<file path="config.mk">
export PLATFORM = sky130hd
export DESIGN_NAME = comparator_n_bit_serial
export DESIGN_NICKNAME = d
export VERILOG_FILES = /design/src/rtl/comparator_n_bit_serial.sv
export SDC_FILE = /design/constraint.sdc
export NUM_CORES = 1
export LEC_CHECK = 0
export ABC_AREA = 1
export CAP_MARGIN = 20
export CORE_UTILIZATION = 30
export CTS_CLUSTER_SIZE = 12
export DETAILED_ROUTE_END_ITERATION = 10
export GPL_ROUTABILITY_DRIVEN = 0
export GPL_TIMING_DRIVEN = 0
export HOLD_SLACK_MARGIN = 0.08
export PLACE_DENSITY = 0.53
export SLEW_MARGIN = 40
export SYNTH_ARGS = -nofsm -noshare
export SYNTH_HDL_FRONTEND = slang
export SYNTH_SLANG_ARGS = --single-unit
</file>
<file path="constraint.sdc">
create_clock -name clk -period 1.7 [get_ports clk]
set_clock_uncertainty 0.1 [all_clocks]
set_input_delay 0.17 -clock clk [delete_from_list [all_inputs] [get_ports clk]]
set_output_delay 0.17 -clock clk [all_outputs]
set_load 0.05 [all_outputs]
</file>
<file path="src/rtl/comparator_n_bit_serial.sv">
// Bit-serial magnitude comparator.
// Walks the latched operands one bit per cycle, MSB first, and reports
// equal / greater / less as registered one-hot results. The MSB is the sign
// bit in two's-complement mode, so its decision is inverted there. With
// EARLY_EXIT=1 the scan stops at the first differing bit; with EARLY_EXIT=0
// every bit is visited so the latency does not depend on the data.
//
// Handshake: start is sampled on a rising clk edge and is accepted only in
// IDLE or DONE. A, B and signed_mode are captured on that same edge; changes
// afterwards do not affect the compare in progress. busy is high for the
// whole scan, and done is a single-cycle pulse that marks the results valid.
// The results then hold until the next accepted start.
module comparator_n_bit_serial #(
    parameter int WIDTH      = 8,
    parameter int EARLY_EXIT = 1
) (
    input  logic             clk,
    input  logic             rst,
    input  logic             start,
    input  logic             signed_mode,
    input  logic [WIDTH-1:0] A,
    input  logic [WIDTH-1:0] B,
    output logic             busy,
    output logic             done,
    output logic             A_equals_B,
    output logic             A_greater_B,
    output logic             A_less_B,
    output logic [1:0]       o_dbg_state
);

    localparam int IW = (WIDTH > 1) ? $clog2(WIDTH) : 1;

    typedef enum logic [1:0] {
        S_IDLE    = 2'd0,
        S_COMPARE = 2'd1,
        S_DONE    = 2'd2
    } state_t;

    state_t           r_state;
    logic [WIDTH-1:0] r_a;
    logic [WIDTH-1:0] r_b;
    logic             r_signed;
    logic [IW-1:0]    r_idx;
    logic             r_decided;
    logic             r_busy;
    logic             r_done;
    logic             r_eq;
    logic             r_gt;
    logic             r_lt;

    logic             w_a_bit;
    logic             w_b_bit;
    logic             w_diff;
    logic             w_msb;
    logic             w_last;
    logic             w_a_wins;

    // Decision for the bit pair currently under the index.
    always_comb begin
        w_a_bit  = r_a[r_idx];
        w_b_bit  = r_b[r_idx];
        w_diff   = w_a_bit ^ w_b_bit;
        w_msb    = (r_idx == IW'(WIDTH - 1));
        w_last   = (r_idx == '0);
        // A sign bit of 1 means A is the negative (smaller) operand.
        w_a_wins = (r_signed && w_msb) ? ~w_a_bit : w_a_bit;
    end

    // Control FSM with registered status and result outputs.
    always_ff @(posedge clk or posedge rst) begin
        if (rst) begin
            r_state   <= S_IDLE;
            r_a       <= '0;
            r_b       <= '0;
            r_signed  <= 1'b0;
            r_idx     <= '0;
            r_decided <= 1'b0;
            r_busy    <= 1'b0;
            r_done    <= 1'b0;
            r_eq      <= 1'b0;
            r_gt      <= 1'b0;
            r_lt      <= 1'b0;
        end else begin
            case (r_state)
                S_IDLE, S_DONE: begin
                    r_done <= 1'b0;
                    if (start) begin
                        r_a       <= A;
                        r_b       <= B;
                        r_signed  <= signed_mode;
                        r_idx     <= IW'(WIDTH - 1);
                        r_decided <= 1'b0;
                        r_eq      <= 1'b0;
                        r_gt      <= 1'b0;
                        r_lt      <= 1'b0;
                        r_busy    <= 1'b1;
                        r_state   <= S_COMPARE;
                    end else begin
                        r_state   <= S_IDLE;
                    end
                end
                S_COMPARE: begin
                    r_idx <= r_idx - 1'b1;
                    // Only the first differing bit decides; later ones are ignored.
                    if (w_diff && !r_decided) begin
                        r_gt      <= w_a_wins;
                        r_lt      <= ~w_a_wins;
                        r_decided <= 1'b1;
                    end
                    if ((EARLY_EXIT != 0) && w_diff) begin
                        r_busy  <= 1'b0;
                        r_done  <= 1'b1;
                        r_state <= S_DONE;
                    end else if (w_last) begin
                        if (!r_decided && !w_diff) begin
                            r_eq <= 1'b1;
                        end
                        r_busy  <= 1'b0;
                        r_done  <= 1'b1;
                        r_state <= S_DONE;
                    end
                end
                default: begin
                    r_busy  <= 1'b0;
                    r_done  <= 1'b0;
                    r_state <= S_IDLE;
                end
            endcase
        end
    end

    assign busy        = r_busy;
    assign done        = r_done;
    assign A_equals_B  = r_eq;
    assign A_greater_B = r_gt;
    assign A_less_B    = r_lt;
    assign o_dbg_state = r_state;

endmodule

</file>
==> Word level (Yosys, flattened, before mapping) <==
Cells that the tools add are included.
W data, S select, Z words.
{ "totals": {"output_inout_bits": 7, "reg_bits": 28} }
{ "op_classes": {"magnitude_cmp": 1, "bitwise_logic": 3, "addsub": 1, "mux": 29, "eq_ne": 9, "reduce_logical": 14} }
{ "ops": {"columns": ["operator", "n"], "rows": [
  ["$mux W1", 17],
  ["$ne A2 B2 Y1 const B", 5],
  ["$pmux W1 S2", 5],
  ["$bmux W1 S3", 2],
  ["$pmux W3 S2", 1],
  ["$reduce_and A2 Y1", 3],
  ["$reduce_and A5 Y1", 1],
  ["$lt A3 B4 Y1 const B", 1],
  ["$mux W2", 2],
  ["$pmux W2 S2", 1],
  ["$eq A3 B3 Y1 const B", 1],
  ["$logic_and A1 B1 Y1", 3],
  ["$logic_not A3 Y1", 1],
  ["$mux W3", 1],
  ["$ne A3 B3 Y1 const B", 1],
  ["$reduce_and A3 Y1", 1],
  ["$sub A3 B1 Y3 const B", 1],
  ["$eq A2 B1 Y1 const B", 1],
  ["$eq A2 B2 Y1 const B", 1],
  ["$logic_not A1 Y1", 2],
  ["$logic_not A2 Y1", 1],
  ["$not A1 Y1", 2],
  ["$reduce_bool A2 Y1", 1],
  ["$reduce_or A2 Y1", 1],
  ["$xor A1 B1 Y1", 1]
]} }

==> Longest topological paths before layout <==
Gate-level depths: netlist (run 1).
{ "depth": {"depth_word": 9, "ltp_mapped": 13, "ltp_nobuf": 11} }

==> Least setup slack after synthesis (run 1) <==
Ideal clock, no wire load.
{ "synth_path": {"path_kind": "register to register", "from": "register r_state[0] (netlist: o_dbg_state[0])", "to": "register r_lt (netlist: A_less_B)", "period_less_slack_ps": 1669, "path_slack_ps": 31, "arrival_time_ps": 1453, "path_stages_with_launch": 8, "setup_ps": 117, "required_time_ps": 1483, "cell_sequence": "dfrtp_1 -> inv_1 -> nor2_1 -> inv_1 -> nor2_1 -> nand3_1 -> nand2_1 -> nand2_1"} }
{ "synth_between": {"elab_chain_cells": 4} }
{ "synth_rtl": {"columns": ["item", "line", "rtl"], "rows": [
  ["from (decl)", "39", "state_t r_state;"],
  ["from (signal assigned)", "72", "r_state <= S_IDLE;"],
  ["from (signal assigned)", "97", "r_state <= S_COMPARE;"],
  ["from (signal assigned)", "99", "r_state <= S_IDLE;"],
  ["$eq A2 B2 Y1 or $logic_not A2 Y1 (tied branches)", "84", "case (r_state)"],
  ["$reduce_or A2 Y1", "84", null],
  ["$ne A2 B2 Y1 (no source line) or $reduce_bool A2 Y1 (tied branches)", null, null],
  ["$reduce_and A3 Y1 (no source line)", null, null],
  ["to (signal assigned)", "107", "r_lt <= ~w_a_wins;"],
  ["to (decl)", "49", "logic r_lt;"]
]} }
Parallel ways exist; a longest one is shown, timed or not.
A chain may end at the register's enable or synchronous reset.

==> Worst setup path after layout (run 1) <==
{ "layout_path": {"from": "register r_idx[0]", "to": "register r_gt (netlist: A_greater_B)"} }
{ "layout_between": {"elab_chain_cells": 6} }
{ "layout_rtl": {"columns": ["item", "line", "rtl"], "rows": [
  ["from (decl)", "43", "logic [IW-1:0] r_idx;"],
  ["from (signal assigned)", "91", "r_idx <= IW'(WIDTH - 1);"],
  ["from (signal assigned)", "103", "r_idx <= r_idx - 1'b1;"],
  ["$bmux W1 S3, on equally long branches", "60, 61", null],
  ["$mux W1, on equally long branches", "60, 61", null],
  ["$xor A1 B1 Y1 or $not A1 Y1 (tied branches)", "62, 66", null],
  ["$logic_and A1 B1 Y1 or $mux W1 (tied branches)", "105, 66", null],
  ["$ne A2 B2 Y1 (no source line) or $mux W1 (tied branches)", null, null],
  ["$reduce_and A3 Y1 (no source line) or $pmux W1 S2 (tied branches)", null, null],
  ["to (signal assigned)", "106", "r_gt <= w_a_wins;"],
  ["to (decl)", "48", "logic r_gt;"]
]} }
Parallel ways exist; a longest one is shown, timed or not. The select of a mux whose other input is x is not followed.

==> run summary, run 1 <==
share of cells above drive strength 1 -> 0.178
Max VDD drop -> 0.000569 V
delay of the slowest cell on the worst path -> 0.40 ns
Rows -> 24
post-synth top area share -> 0.486
Critical Path Start -> r_idx[0]$_DFFE_PP0P_
syn avg cell area -> 7.76 µm²
top-level I/O count -> 27
Switching Fraction -> 0.463
Final Cell Area -> 1830 µm²
WL/cell -> 11.3 µm
crit-path most repeated cell -> nand2_2
clock-pin slew on the worst setup and hold paths -> 0.09 ns
Psw -> 1.61 mW
synthesized flop and latch total -> 27
Post-DP Area -> 1710 µm²
reg-to-reg slack, setup -> 0.11 ns
Synthesis Warnings -> 0
Least-Margin Pin Slew -> 0.573 ns
# DRC -> 0
drt first pass iters -> 4
Int Pwr -> 1.86 mW
Slew Viols, Final -> 0
antenna violations before repair -> 0
placed cell count -> 257
Clock H-tree levels -> 1
port bufs -> 26
status -> complete, no violations
first-pass GRT wire length -> 5130 µm
CP endpoint kind -> flop
Slew HR -> 0.618
HPWL Detailed -> 2150 µm
Max Fanout on Critical Path -> 7
die width -> 70.0 µm
post-synth cell types -> 19
vias per cell -> 4.36
slowest stage cell, crit path -> dfrtp_1
critical path class -> reg2reg
Pwr Density -> 1890 nW/µm²
largest net degree at the start of global routing -> 28
DRT Wirelength -> 3000 µm
Mapped Nets -> 202
reg2reg start -> r_idx[0]$_DFFE_PP0P_
cell depth of the worst flop-to-flop path -> 12
Max-cap violations -> 0
Worst Hold Class -> in2async
Critical Path Sink -> A_greater_B$_DFFE_PP0P_
grt total ovfl -> 0
Setup crit start kind -> flop
hold_buf cts -> 0
combinational power share -> 0.584
vias in the first global route -> 1150
final hold violation count -> 0
die area -> 4910 µm²
Skew-Pair Late Insertion Delay -> 0.27 ns
CTS tree -> yes
Mapped Cells -> 179
Diodes inserted -> 0
Tcrit/Tclk final -> 0.934
leakage power -> 0.974 nW
ranking of synthesized cells by area -> dfrtp_1 49%, nand2_1 16%, inv_1 6.8%
Clk network pwr share -> 0.106
setup violators final -> 0
WP data arrival -> 1.66 ns
synthesized area -> 1390 µm²
fin util -> 0.416
clk root buf -> clkbuf_8
Critical R2R Capture -> A_greater_B$_DFFE_PP0P_
die height -> 70.0 µm
Final #Nets -> 237
Non-Filler Instances -> 265
clk buf depth -> 2
crit-path cells -> buf_6, inv_4, clkbuf_16, nand2_2, nand3_2, nand3_1, nand2_2, nand2_2, nand2_2, nand3_2, nand2_1, inv_1
CORE AREA -> 4410 µm²
All-Layer GR Usage -> 0.129
clk sinks -> 27
starting DRC count in detailed routing -> 51
sequential fraction of the synthesis area -> 0.486
Area growth, synth to finish -> 32.1%
Critical Path RT -> 1.78 ns
starting density of the core -> 0.315
Design Power -> 3.47 mW
TritonCTS Buffers -> 3
sequential share of power -> 0.310
DRT antenna net count -> 0
Synth area leader -> dfrtp_1
Max Clock Freq -> 630 MHz
via count -> 1155
min Tclk post-route -> 1.59 ns
cells by family after synthesis:
logic type / share of synthesized area
and+or+nand+nor: 0.296
DFF: 0.486
buffers and inverters: 0.108
adders and majority gates: 0.0270
AOI/OAI and AO/OA: 0.0820
placed cells by master, fill, tap and decap left out, drive strengths merged, types with 5 or more instances in the layout:
cell / count
dfrtp: 27
o21ai: 19
buf: 7
nand2: 70
nand3: 16
clkbuf: 8
clkdlybuf4s50: 19
nor2: 6
dlygate4sd2: 5
inv: 27
critical path, delay by kind of cell (launching register included):
kind / cells / cell delay (ns)
AND/OR/NAND/NOR: 8 / 0.61
flip-flops: 1 / 0.40
buffers and inverters: 4 / 0.39
per-stage QoR:
stage	setup slack (ns)	hold slack (ns)	setup TNS [ns]
floorplan	0.0307	0.123	0
global placement	-0.148	0.370	-1.58
detailed placement	-0.102	0.376	-1.28
CTS	0.000416	0.187	0
global route	-0.0331	0.219	-0.0331
finish	0.112	0.169	0
repair_timing:
item	in CTS	in global routing
pin swaps	0	1
buffers inserted	0	3
endpoints found under the setup margin	5	24
gates cloned	0	1
gates resized for setup	5	16
final cells by class:
type | count | area [µm²]
Buffer | 7 | 53.8
Clock buffer | 4 | 45.0
Fill cell | 483 | 2580
Inverter | 27 | 104
Multi-Input combinational cell | 118 | 583
Sequential cell | 27 | 677
Tap cell | 52 | 65.1
Timing Repair Buffer | 30 | 307
routing by layer:
| metal | routed length (µm) | vias to the layer above | global-route usage | share of wire |
|---|---|---|---|---|
| li1 | - | 616 | - | - |
| met1 | 1560 | 518 | 0.176 | 0.52 |
| met2 | 1320 | 17 | 0.212 | 0.44 |
| met3 | 82 | 4 | 0.0216 | 0.027 |
| met4 | 36 | 0 | 0.0333 | 0.012 |
| met5 | 0 | - | 0 | 0 |
state kept, by name, summed over array words and instances, names as in the netlist:
signal       count
A_equals_B       1
A_greater_B      1
A_less_B         1
busy             1
o_dbg_state      2
r_a              8
r_b              8
r_decided        1
r_idx            3
r_signed         1
power groups by stage:
stage / logic [mW] / clock network (mW) / registers [mW]
6_report: 2.03 / 0.367 / 1.07
5_1_grt: 2.31 / 0.405 / 1.11
4_1_cts: 1.86 / 0.378 / 1.07
3_5_place_dp: 1.88 / 0 / 1.09
3_3_place_gp: 1.87 / 0 / 1.07
2_1_floorplan: 1.28 / 0 / 1.22
cells in the mapped netlist (all sizes together):
master	instances
ha	3
nand2	70
dfrtp	27
nand3	16
nor2	6
a21oi	3
inv	27
buf	4
o21ai	19
nand4	1
clkbuf	3
worst min path at each step:
stage / start / endpoint / slack [ns] / cells after the start
6_report: rst / busy$_DFFE_PP0P_ / 0.17 / 2
5_1_grt: rst / busy$_DFFE_PP0P_ / 0.22 / 2
4_1_cts: rst / busy$_DFFE_PP0P_ / 0.19 / 2
3_5_place_dp: r_decided$_DFFE_PP0P_ / r_decided$_DFFE_PP0P_ / 0.38 / 2
3_3_place_gp: o_dbg_state[0]$_DFFE_PP0P_ / busy$_DFFE_PP0P_ / 0.37 / 1
2_1_floorplan: rst / A_equals_B$_DFFE_PP0P_ / 0.12 / 1
(Power assumes the default switching activity.)
==> inputs of run 2 (changes only) <==
--- a/config.mk
+++ b/config.mk
@@ -7,13 +7,15 @@
 export LEC_CHECK = 0
 export ABC_AREA = 1
 export CAP_MARGIN = 20
+export CELL_PAD_IN_SITES_DETAIL_PLACEMENT = 0
+export CELL_PAD_IN_SITES_GLOBAL_PLACEMENT = 1
 export CORE_UTILIZATION = 30
 export CTS_CLUSTER_SIZE = 12
 export DETAILED_ROUTE_END_ITERATION = 10
 export GPL_ROUTABILITY_DRIVEN = 0
 export GPL_TIMING_DRIVEN = 0
 export HOLD_SLACK_MARGIN = 0.08
-export PLACE_DENSITY = 0.53
+export PLACE_DENSITY = 0.68
 export SLEW_MARGIN = 40
 export SYNTH_ARGS = -nofsm -noshare
 export SYNTH_HDL_FRONTEND = slang
==> run 2 against run 1 <==
Non-clock buffer count shrank 1. Die area unchanged. Fmax decreased by 2.1%. Flip-flop and latch count stayed put. Clock power is essentially flat. Total power decreased by 1.5%. Critical path depth unchanged. Sequential power barely moved. Combinational power is 2% lower. Worst hold slack worse by 0.0058 ns. Utilization is 0.51 points lower. Cell area is 1.2% lower. Largest cell class unchanged.
==> run summary, run 2 (synthesis results as in run 1) <==
min Tclk post-route -> 1.62 ns (+0.0340 ns)
reg2reg start -> r_idx[0]$_DFFE_PP0P_
All-Layer GR Usage -> 0.137 (+0.00828)
status -> complete, no violations
fin util -> 0.410 (-0.00510)
top-level I/O count -> 27 (unchanged)
WP data arrival -> 1.70 ns (+0.04 ns)
HPWL Detailed -> 2210 µm (+2.9%)
Final #Nets -> 236 (-0.42%)
DRT antenna net count -> 0 (unchanged)
Post-DP Area -> 1710 µm² (unchanged)
Max Fanout on Critical Path -> 6 (-1)
port bufs -> 26 (unchanged)
drt first pass iters -> 4 (unchanged)
starting DRC count in detailed routing -> 39 (-24%)
CORE AREA -> 4410 µm² (unchanged)
vias per cell -> 4.51 (+3.5%)
Design Power -> 3.41 mW (-1.5%)
WL/cell -> 11.3 µm (about the same)
vias in the first global route -> 1210 (+5.2%)
cell depth of the worst flop-to-flop path -> 12 (unchanged)
most frequent cells in the layout -> 59 x nand2_1, 27 x dfrtp_1, 23 x inv_1
setup violators final -> 0 (unchanged)
Buf/Inv on CP -> 4 (unchanged)
Worst Hold Class -> in2async
Setup crit start kind -> flop
placed cell count -> 257 (unchanged)
leakage power -> 0.947 nW (-2.8%)
crit-path most repeated cell -> nand2_2
grt total ovfl -> 0 (unchanged)
die height -> 70.0 µm (unchanged)
Area growth, synth to finish -> 30.5%
final hold violation count -> 0 (unchanged)
# DRC -> 0 (unchanged)
die width -> 70.0 µm (unchanged)
Slew HR -> 0.623 (+0.00506)
reg-to-reg slack, setup -> 0.08 ns (-0.03 ns)
hold_buf cts -> 0 (unchanged)
Diodes inserted -> 0 (unchanged)
Slew Viols, Final -> 0 (unchanged)
clk buf depth -> 2 (unchanged)
Max Clock Freq -> 617 MHz (-2.1%)
starting density of the core -> 0.315 (unchanged)
delay of the slowest cell on the worst path -> 0.41 ns (about the same)
Least-Margin Pin Slew -> 0.565 ns (-0.00758 ns)
tightest hold margin -> 0.163 ns (-0.00580 ns)
Rows -> 24 (unchanged)
CP top delay family -> simple AND/OR/NAND/NOR gates
DRT Wirelength -> 2990 µm (-0.33%)
Max VDD drop -> 0.000620 V (+9.0%)
commonest non-fill, non-tap cell in the layout -> nand2_1
Critical Path RT -> 1.77 ns (about the same)
slowest stage cell, crit path -> dfrtp_1
RSZ-0062 raised after global routing -> yes
Skew-Pair Late Insertion Delay -> 0.27 ns (about the same)
Clock H-tree levels -> 1 (unchanged)
TritonCTS Buffers -> 3 (unchanged)
crit-path cells -> buf_6, inv_4, clkbuf_16, nand2_2, nand3_2, nand3_1, nand2_2, nand2_2, nand2_2, nand3_2, nand2_1, inv_1
critical path class -> reg2reg
Tcrit/Tclk final -> 0.954 (+0.0200)
via count -> 1191 (+3.1%)
clock-pin slew on the worst setup and hold paths -> 0.09 ns (about the same)
first-pass GRT wire length -> 5360 µm (+4.6%)
die area -> 4910 µm² (unchanged)
clk root buf -> clkbuf_8
Final Cell Area -> 1810 µm² (-1.2%)
CTS tree -> yes
share of cells above drive strength 1 -> 0.170 (-0.00859)
clk sinks -> 27 (unchanged)
Non-Filler Instances -> 264 (-0.38%)
largest net degree at the start of global routing -> 28 (unchanged)
Max-cap violations -> 0 (unchanged)
antenna violations before repair -> 0 (unchanged)
Critical R2R Capture -> A_greater_B$_DFFE_PP0P_
Pwr Density -> 1880 nW/µm² (-0.32%)
registers with the most flip-flops -> r_a: 8 flops, r_b: 8 flops, r_idx: 3 flops
CP endpoint kind -> flop
run 2: through the flow:
stage / setup TNS, ns / setup WS (ns)
2_1_floorplan: 0 / 0.0307
3_3_place_gp: -0.359 / -0.0385
3_5_place_dp: -0.664 / -0.0714
4_1_cts: 0 / 0.0630
5_1_grt: -0.0197 / -0.0177
6_report: 0 / 0.0784
run 2: how the worst max path moves through the flow:
stage / from / to / slack [ns] / cells past startpoint
floorplan: o_dbg_state[0]$_DFFE_PP0P_ / A_less_B$_DFFE_PP0P_ / 0.03 / 7
detailed placement: start / r_b[5]$_DFFE_PP0P_ / -0.07 / 5
finish: r_idx[0]$_DFFE_PP0P_ / A_greater_B$_DFFE_PP0P_ / 0.08 / 12
CTS: r_idx[0]$_DFFE_PP0P_ / A_greater_B$_DFFE_PP0P_ / 0.06 / 12
global placement: start / r_b[6]$_DFFE_PP0P_ / -0.04 / 5
global route: r_idx[0]$_DFFE_PP0P_ / A_greater_B$_DFFE_PP0P_ / -0.02 / 12
run 2: metal layers:
layer,track usage,share of wire,vias to the layer above
met5,0,0,-
met4,0.0578,0.018,0
met3,0.0245,0.026,5
met2,0.223,0.47,16
met1,0.179,0.49,556
li1,-,-,614
run 2: timing repair:
| action | 4_1_cts | 5_1_grt |
|---|---|---|
| resized for setup | 7 | 12 |
| setup buffers | 0 | 2 |
| gates cloned | 0 | 1 |
| setup endpoints to repair | 7 | 20 |
run 2: report_power, final:
group | switching, mW | internal, mW | total [mW] | leakage, nW
sequential | 0.130 | 0.938 | 1.07 | 0.331
clock | 0.204 | 0.164 | 0.368 | 0.0255
combinational | 1.26 | 0.720 | 1.98 | 0.591
total | 1.59 | 1.82 | 3.41 | 0.947
run 2: layout make-up:
class,instances,area [µm²]
Timing Repair Buffer,29,292
Inverter,27,104
Clock inverter,1,5.00
Tap cell,52,65.1
Multi-Input combinational cell,118,576
Sequential cell,27,676
Buffer,7,53.8
Clock buffer,3,41.3
Fill cell,472,2600
